<file path="src/rtl/bcd_pkg.sv">
// Shared types and constants for the BCD countdown block.
package bcd_pkg;
   localparam int DIGIT_W = 4;
   localparam logic [DIGIT_W-1:0] DIGIT_MAX = 4'd9;

   typedef enum logic [1:0] {
      ST_IDLE    = 2'd0,
      ST_RUN     = 2'd1,
      ST_EXPIRED = 2'd2
   } state_t;
endpackage

</file>
<file path="src/rtl/bcd_countdown_if.sv">
// Control/status bundle between a countdown user (master) and the counter (slave).
interface bcd_countdown_if #(parameter int DIGITS = 4);
   import bcd_pkg::*;

   logic                      load;
   logic [DIGIT_W*DIGITS-1:0] load_value;
   logic                      enable;
   logic [DIGIT_W*DIGITS-1:0] count;
   logic                      zero;
   logic                      busy;
   logic                      done;

   modport master (output load, load_value, enable, input count, zero, busy, done);
   modport slave  (input load, load_value, enable, output count, zero, busy, done);
endinterface

</file>
<file path="src/rtl/bcd_digit_dec.sv">
// Combinational single-digit BCD decrement with borrow chaining.
module bcd_digit_dec
   import bcd_pkg::*;
(
   input  logic [DIGIT_W-1:0] digit,
   input  logic               borrow_in,
   output logic [DIGIT_W-1:0] digit_out,
   output logic               borrow_out
);
   logic is_zero;

   assign is_zero    = (digit == '0);
   assign borrow_out = borrow_in & is_zero;

   always_comb begin
      digit_out = digit;
      if (borrow_in) digit_out = is_zero ? DIGIT_MAX : digit - 4'd1;
   end
endmodule

</file>
<file path="src/rtl/bcd_countdown.sv">
// Loadable multi-digit BCD down-counter with expiry pulse and optional auto-reload.
module bcd_countdown
   import bcd_pkg::*;
#(
   parameter int DIGITS      = 4,
   parameter bit AUTO_RELOAD = 1'b0
) (
   input  logic clk,
   input  logic reset,
   bcd_countdown_if.slave bus
);
   localparam int W = DIGIT_W * DIGITS;
   localparam logic [W-1:0] ONE = W'(1);

   state_t         state_q, state_d;
   logic [W-1:0]   count_q, count_d;
   logic [W-1:0]   reload_q, reload_d;
   logic           done_q, done_d;
   logic [W-1:0]   san_val, dec_val;
   logic [DIGITS:0] borrow;

   assign borrow[0] = 1'b1;

   for (genvar g = 0; g < DIGITS; g++) begin : g_digit
      assign san_val[g*DIGIT_W +: DIGIT_W] =
         (bus.load_value[g*DIGIT_W +: DIGIT_W] > DIGIT_MAX) ? DIGIT_MAX
                                                            : bus.load_value[g*DIGIT_W +: DIGIT_W];

      bcd_digit_dec u_dec (
         .digit      (count_q[g*DIGIT_W +: DIGIT_W]),
         .borrow_in  (borrow[g]),
         .digit_out  (dec_val[g*DIGIT_W +: DIGIT_W]),
         .borrow_out (borrow[g+1])
      );
   end

   always_comb begin
      state_d  = state_q;
      count_d  = count_q;
      reload_d = reload_q;
      done_d   = 1'b0;
      if (bus.load) begin
         count_d  = san_val;
         reload_d = san_val;
         state_d  = (san_val == '0) ? ST_EXPIRED : ST_RUN;
      end else begin
         unique case (state_q)
            ST_RUN: begin
               if (count_q == '0) begin
                  state_d = ST_EXPIRED;
               end else if (bus.enable) begin
                  count_d = dec_val;
                  if (count_q == ONE) begin
                     state_d = ST_EXPIRED;
                     done_d  = 1'b1;
                  end
               end
            end
            ST_EXPIRED: begin
               // A zero reload value parks here for good rather than re-expiring.
               if (AUTO_RELOAD && bus.enable && reload_q != '0) begin
                  count_d = reload_q;
                  state_d = ST_RUN;
               end
            end
            default: ;
         endcase
      end
   end

   always_ff @(posedge clk or posedge reset) begin
      if (reset) begin
         state_q  <= ST_IDLE;
         count_q  <= '0;
         reload_q <= '0;
         done_q   <= 1'b0;
      end else begin
         state_q  <= state_d;
         count_q  <= count_d;
         reload_q <= reload_d;
         done_q   <= done_d;
      end
   end

   assign bus.count = count_q;
   // The final borrow out of the chain is set exactly when every digit is zero.
   assign bus.zero  = borrow[DIGITS];
   assign bus.busy  = (state_q == ST_RUN);
   assign bus.done  = done_q;
endmodule

</file>
<file path="src/flat_wrapper.sv">
// flat-port wrapper written by rule: the top's interface ports become plain ports
module bcd_countdown_flat import bcd_pkg::*;
#(
   parameter int DIGITS      = 4,
   parameter bit AUTO_RELOAD = 1'b0
)
  (clk, reset, bus_load, bus_load_value, bus_enable, bus_count, bus_zero, bus_busy, bus_done);
  bcd_countdown_if #(.DIGITS(DIGITS)) bus_i ();
  input  logic clk;
  input  logic reset;
  input wire logic [$bits(bus_i.load)-1:0] bus_load;
  input wire logic [$bits(bus_i.load_value)-1:0] bus_load_value;
  input wire logic [$bits(bus_i.enable)-1:0] bus_enable;
  output wire logic [$bits(bus_i.count)-1:0] bus_count;
  output wire logic [$bits(bus_i.zero)-1:0] bus_zero;
  output wire logic [$bits(bus_i.busy)-1:0] bus_busy;
  output wire logic [$bits(bus_i.done)-1:0] bus_done;
  assign bus_i.load = bus_load;
  assign bus_i.load_value = bus_load_value;
  assign bus_i.enable = bus_enable;
  assign bus_count = bus_i.count;
  assign bus_zero = bus_i.zero;
  assign bus_busy = bus_i.busy;
  assign bus_done = bus_i.done;
  bcd_countdown #(.DIGITS(DIGITS), .AUTO_RELOAD(AUTO_RELOAD)) u_core (.clk(clk), .reset(reset), .bus(bus_i));
endmodule
</file>
<file path="config.mk">
export PLATFORM = sky130hd
export DESIGN_NAME = bcd_countdown_flat
export DESIGN_NICKNAME = d
export VERILOG_FILES = /design/src/rtl/bcd_pkg.sv /design/src/rtl/bcd_countdown_if.sv /design/src/rtl/bcd_digit_dec.sv /design/src/rtl/bcd_countdown.sv /design/src/flat_wrapper.sv
export SDC_FILE = /design/constraint.sdc
export NUM_CORES = 1
export LEC_CHECK = 0
export CAP_MARGIN = 20
export CORE_MARGIN = 1
export CORE_UTILIZATION = 43
export DETAILED_ROUTE_END_ITERATION = 8
export PLACE_DENSITY = 0.75
export SKIP_CTS_REPAIR_TIMING = 1
export SLEW_MARGIN = 30
export SYNTH_ARGS = -nofsm -noshare
export SYNTH_HDL_FRONTEND = slang
export SYNTH_HIERARCHICAL = 1
export SYNTH_SLANG_ARGS = --single-unit
export TNS_END_PERCENT = 30
</file>
<file path="constraint.sdc">
create_clock -name clk -period 3.1 [get_ports clk]
set_clock_uncertainty 0.2 [all_clocks]
set_input_delay 0.31 -clock clk [delete_from_list [all_inputs] [get_ports clk]]
set_output_delay 0.31 -clock clk [all_outputs]
set_load 0.01 [all_outputs]
</file>
-- After elaboration in Yosys (flattened, before gate mapping)
Cells that the tools add are included.
- order comparisons: 4
- muxes and demuxes: 26
- bitwise operators: 3
- reductions and logical operators: 18
- equality and inequality tests: 3
- add/subtract/negate cells: 4
- operators by type and width (kind ; number):
    $mux W16 ; 4
    $mux W4 ; 11
    $logic_not A16 Y1 ; 2
    $eq A16 B1 Y1 const B ; 1
    $gt A4 B4 Y1 const B ; 4
    $logic_not A4 Y1 ; 4
    $sub A4 B1 Y4 const B ; 4
    $mux W2 ; 6
    $reduce_and A4 Y1 ; 3
    $reduce_bool A2 Y1 ; 5
    $reduce_and A3 Y1 ; 2
    $reduce_bool A3 Y1 ; 2
    $mux W1 ; 5
    $and A1 B1 Y1 ; 3
    $eq A2 B1 Y1 const B ; 1
    $ne A2 B2 Y1 const B ; 1
- input bits: 20
- flip-flop bits (word level): 19
- output and inout bits: 19

-- Depth between registers and ports, before layout
- word-level depth: 8
- gate-level depth with buffers: 11
- mapped depth without buffers: 11

-- Modules after synthesis
Netlist, hierarchy kept.
- by module, submodules not included (module ; cells an instance ; area an instance (µm²) ; instances):
    bcd_countdown ; 129 ; 1122.3 ; 1
    bcd_digit_dec ; 11 ; 78.8 ; 4

-- Worst setup path before layout
Ideal clock, no wire load.
- kind: reg2reg
- from: register u_core.count_q[0], in the netlist u_core/bus.count[0]
- to: register u_core.count_q[14], in the netlist u_core/bus.count[14]
- clock period less this slack: 3458 ps
- path slack: -358 ps
- buffers on the path: 0
- arrival: 3176 ps
- cell stages (with the launch flop): 12
- cell sequence: dfrtp_1 > nand2b_4 > nor4_1 > nand2b_4 > nor4_1 > nand2b_4 > nor4_1 > nand2b_4 > or4b_1 > nand2_1 > nand3_1 > o21ai_0
- longest elaborated chain between the ends: 5
- elaborated cells between the ends (all ways): 7
- those cells by class: 1 x eq/ne; 2 x bitwise; 4 x reduce/logical
- RTL lines (item ; RTL line ; RTL):
    start: declaration ; bcd_countdown.sv:16 ; logic [W-1:0] count_q, count_d;
    start signal: assignment ; bcd_countdown.sv:79 ; count_q <= count_d;
    $logic_not A4 Y1 ; bcd_digit_dec.sv:12 ; assign is_zero = (digit == '0);
    via u_core.borrow[1] ; bcd_countdown.sv:20 ; logic [DIGITS:0] borrow;
    $and A1 B1 Y1 ; bcd_digit_dec.sv:13 ; assign borrow_out = borrow_in & is_zero;
    via u_core.borrow[2] ; bcd_countdown.sv:20 ;
    $and A1 B1 Y1 ; bcd_digit_dec.sv:13 ;
    via u_core.borrow[3] ; bcd_countdown.sv:20 ;
    $reduce_bool A2 Y1 (no source line) ; n/a ;
    $reduce_and A4 Y1 (no source line) ; n/a ;
The timed path passes the listed nets, and every way through them passes these cells.
A chain may end at the register's enable or synchronous reset.

-- Worst setup path after layout
- from: register u_core.count_q[0], in the netlist u_core/bus.count[0]
- to: output port bus_zero
- longest elaborated chain between the ends: 4
- RTL lines (item ; RTL line ; RTL):
    $logic_not A4 Y1 ; bcd_digit_dec.sv:12 ;
    via u_core.borrow[1] ; bcd_countdown.sv:20 ;
    $and A1 B1 Y1 ; bcd_digit_dec.sv:13 ;
    via u_core.borrow[2] ; bcd_countdown.sv:20 ;
    $and A1 B1 Y1 ; bcd_digit_dec.sv:13 ;
    via u_core.borrow[3] ; bcd_countdown.sv:20 ;
    $and A1 B1 Y1 ; bcd_digit_dec.sv:13 ;
    end: declaration ; flat_wrapper.sv:15 ; output wire logic [$bits(bus_i.zero)-1:0] bus_zero;
The timed path passes the listed nets, and every way through them passes these cells.

==> metrics.cfg <==
[sta]
rsz0062_at_grt = false
min_period_ns = 2.89
clock.fmax_ghz = 0.346
worst_pin_slew_ns = 0.882
hold_violations = 0
final_max_slew_viol_count = 0
setup_viol = 0
setup-tns-final_ns = 0
maxSlewHeadroom = 0.411
finalCritPeriodShare = 0.933

[drt]
via_per_inst = 5.85
wirelength_um = 3830
vias = 1516
first_pass_iters = 4
final_antenna_net_count = 0
drtIter0Drc = 114
drc = 0
wl_per_cell_um = 14.8

[layout]
multi_input_area_um2 = 908
seqCellArea_um2 = 475
fill_cells = 308
n_antenna_cell = 0
instances_no_fill = 259
synthToLayoutAreaGrowth_pct = 35.1
finalCoreUtilization = 0.626
nets = 236
drive_gt1_frac = 0.121

[hold_path]
worstHoldPathType = in2async

[synth]
syn_inst = 173
synth-main-ff-cell = dfrtp_1
mappedNetlistArea_mm2 = 0.00144
yosysUniqueCellTypes = 33
syn_avg_cell_area_um2 = 8.31
ys_ff_latch = 19
synthArstFlopShare = 1.00
yosys.area.top_type = dfrtp_1
synth_edf_count = 0
seq_area_frac_synth = 0.331
post-synth-top-count-cell = o21ai_0
yosysWarnings = 6
ys_top_cells_by_count = o21ai_0, dfrtp_1, nand3_1, and3_1, inv_1
synth_area_leaders = dfrtp_1, o21ai_0, nand3_1, xor2_1, and3_1
synth_top_area_frac = 0.331

[place]
hpwl_um = 2720
dp.cells = 254
place_congestion = 0.771
portBuffers = 38

[pwr]
worst_ir_drop_vdd_v = 0.000263
power_density_mw_per_mm2 = 350
p_total_w = 0.000679
leakage_nw = 0.844

[global_route]
grt.total_usage = 0.229
grt_max_degree = 34
grt_overflow = 0
grt_pass1_vias = 1378
antenna_found_initial = 0
grt_pass1_wl_um = 6200

[clocking]
cts_tree = yes
cts.sink_count = 19
clk_pin_slew_worst_paths_ns = 0.11
clkLatencyLatePin_ns = 0.30
cts_buffer_depth = 2
root_buffer = clkbuf_4
cts_buffers = 3
h-tree-depth = 1

[critical_path]
worstSetupEndpointType = output port
r2r_slack_ns = 0.27
r2r-end = u_core/bus.count[14]$_DFFE_PP0P_
cp_data_required_time_ns = 2.59
crit-reg2reg-launch = u_core/bus.count[0]$_DFFE_PP0P_
critPathLaunchType = register
arrival_ns = 2.38
reg2reg_depth = 12
cp_max_fo = 6
crit_type = reg2out

[floorplanning]
boundaryPins = 39
fp.dieH_um = 59.8
core_mm2 = 0.00310
row_count = 20
die_w_um = 59.8
die-area_mm2 = 0.00358
start_util = 0.463

[run_status]
status = completed

[job]
cap_violations = 0

## registers in the layout, summed over array words and instances, names as in the netlist
register          cells
u_core/bus.count     16
u_core/bus.done       1
u_core/state_q        2
## final cells by class
cell class                 count  area share
clock buffer                   4      0.0135
sequential                    19       0.245
timing repair buffer          45       0.224
tap                           44      0.0284
inverter                      11      0.0213
multi-input combinational    136       0.468
## worst max-delay path by stage
stage	from	end	slack, ns	cells after the start
final	u_core/bus.count[0]$_DFFE_PP0P_	bus_zero	0.21	10
after global routing	u_core/bus.count[0]$_DFFE_PP0P_	bus_zero	0.009	10
after CTS	u_core/bus.count[0]$_DFFE_PP0P_	bus_zero	-0.35	10
after detailed placement	u_core/bus.count[0]$_DFFE_PP0P_	bus_zero	-0.01	10
after global placement	u_core/bus.count[0]$_DFFE_PP0P_	bus_zero	0.06	10
after floorplan	u_core/bus.count[0]$_DFFE_PP0P_	u_core/bus.count[14]$_DFFE_PP0P_	0.17	11
## worst max-delay path, cell delays in order (launching register included)
cell and delay [ns]:
dfrtp_1 0.39, nand2b_4 0.17, nor4_2 0.13, buf_4 0.17, nand2b_4 0.07, nor4_4 0.23
nand2b_4 0.12, nor4_4 0.33, nand2b_4 0.11, nor4_1 0.16, dlymetal6s2s_1 0.19
## kinds of logic (layout without fill, tap and decap cells)
group,after synthesis,count (layout),share of synthesized area
AND/OR/NAND/NOR,72,72,0.322
AO/OA/AOI/OAI,54,54,0.231
flip-flops,19,19,0.331
buffers and inverters,19,60,0.0653
XOR/XNOR,8,8,0.0487
other,1,2,0.00261
## metrics by stage
step | cell area [um^2] | setup slack [ns] | hold slack [ns]
2_1_floorplan | 1460 | 0.174 | 0.0611
3_3_place_gp | 1890 | 0.0559 | 0.401
3_5_place_dp | 1890 | -0.00972 | 0.405
4_1_cts | 1910 | -0.346 | 0.263
5_1_grt | 1940 | 0.00858 | 0.288
6_report | 1940 | 0.208 | 0.231
## layer usage
metal,wire length [um],GRT usage,vias up
met4,24,0.0498,0
met1,1680,0.293,732
met2,1940,0.398,48
met5,0,0,-
met3,181,0.0411,4
li1,-,-,732
## cell usage in the layout (no fill, tap or decap)
cell,instances
clkbuf_1,1
nor3_4,2
nand2b_4,4
nand3b_1,2
clkbuf_4,3
a21oi_1,9
o21ai_1,2
nor4_1,7
a21o_2,4
nor4_2,2
and3_1,11
a2111oi_0,1
a41o_1,1
a31oi_1,10
o311ai_0,1
nor3_1,10
a22oi_1,1
or4b_1,4
o31ai_1,2
nand3_1,15
o31a_1,1
nor4_4,2
dlymetal6s2s_1,1
nand2_1,6
nand2_2,1
buf_4,7
conb_1,2
nor2_1,6
o21ai_0,21
clkdlybuf4s50_1,37
inv_1,11
xor2_1,8
a2111oi_2,1
dfrtp_1,19
## report_power, final
group	switching, W	internal [W]	leakage, nW
clock	0.0000790	0.0000502	0.0150
sequential	0.0000429	0.000272	0.235
combinational	0.000111	0.000124	0.594
total	0.000233	0.000446	0.844
(Power assumes the default switching activity.)
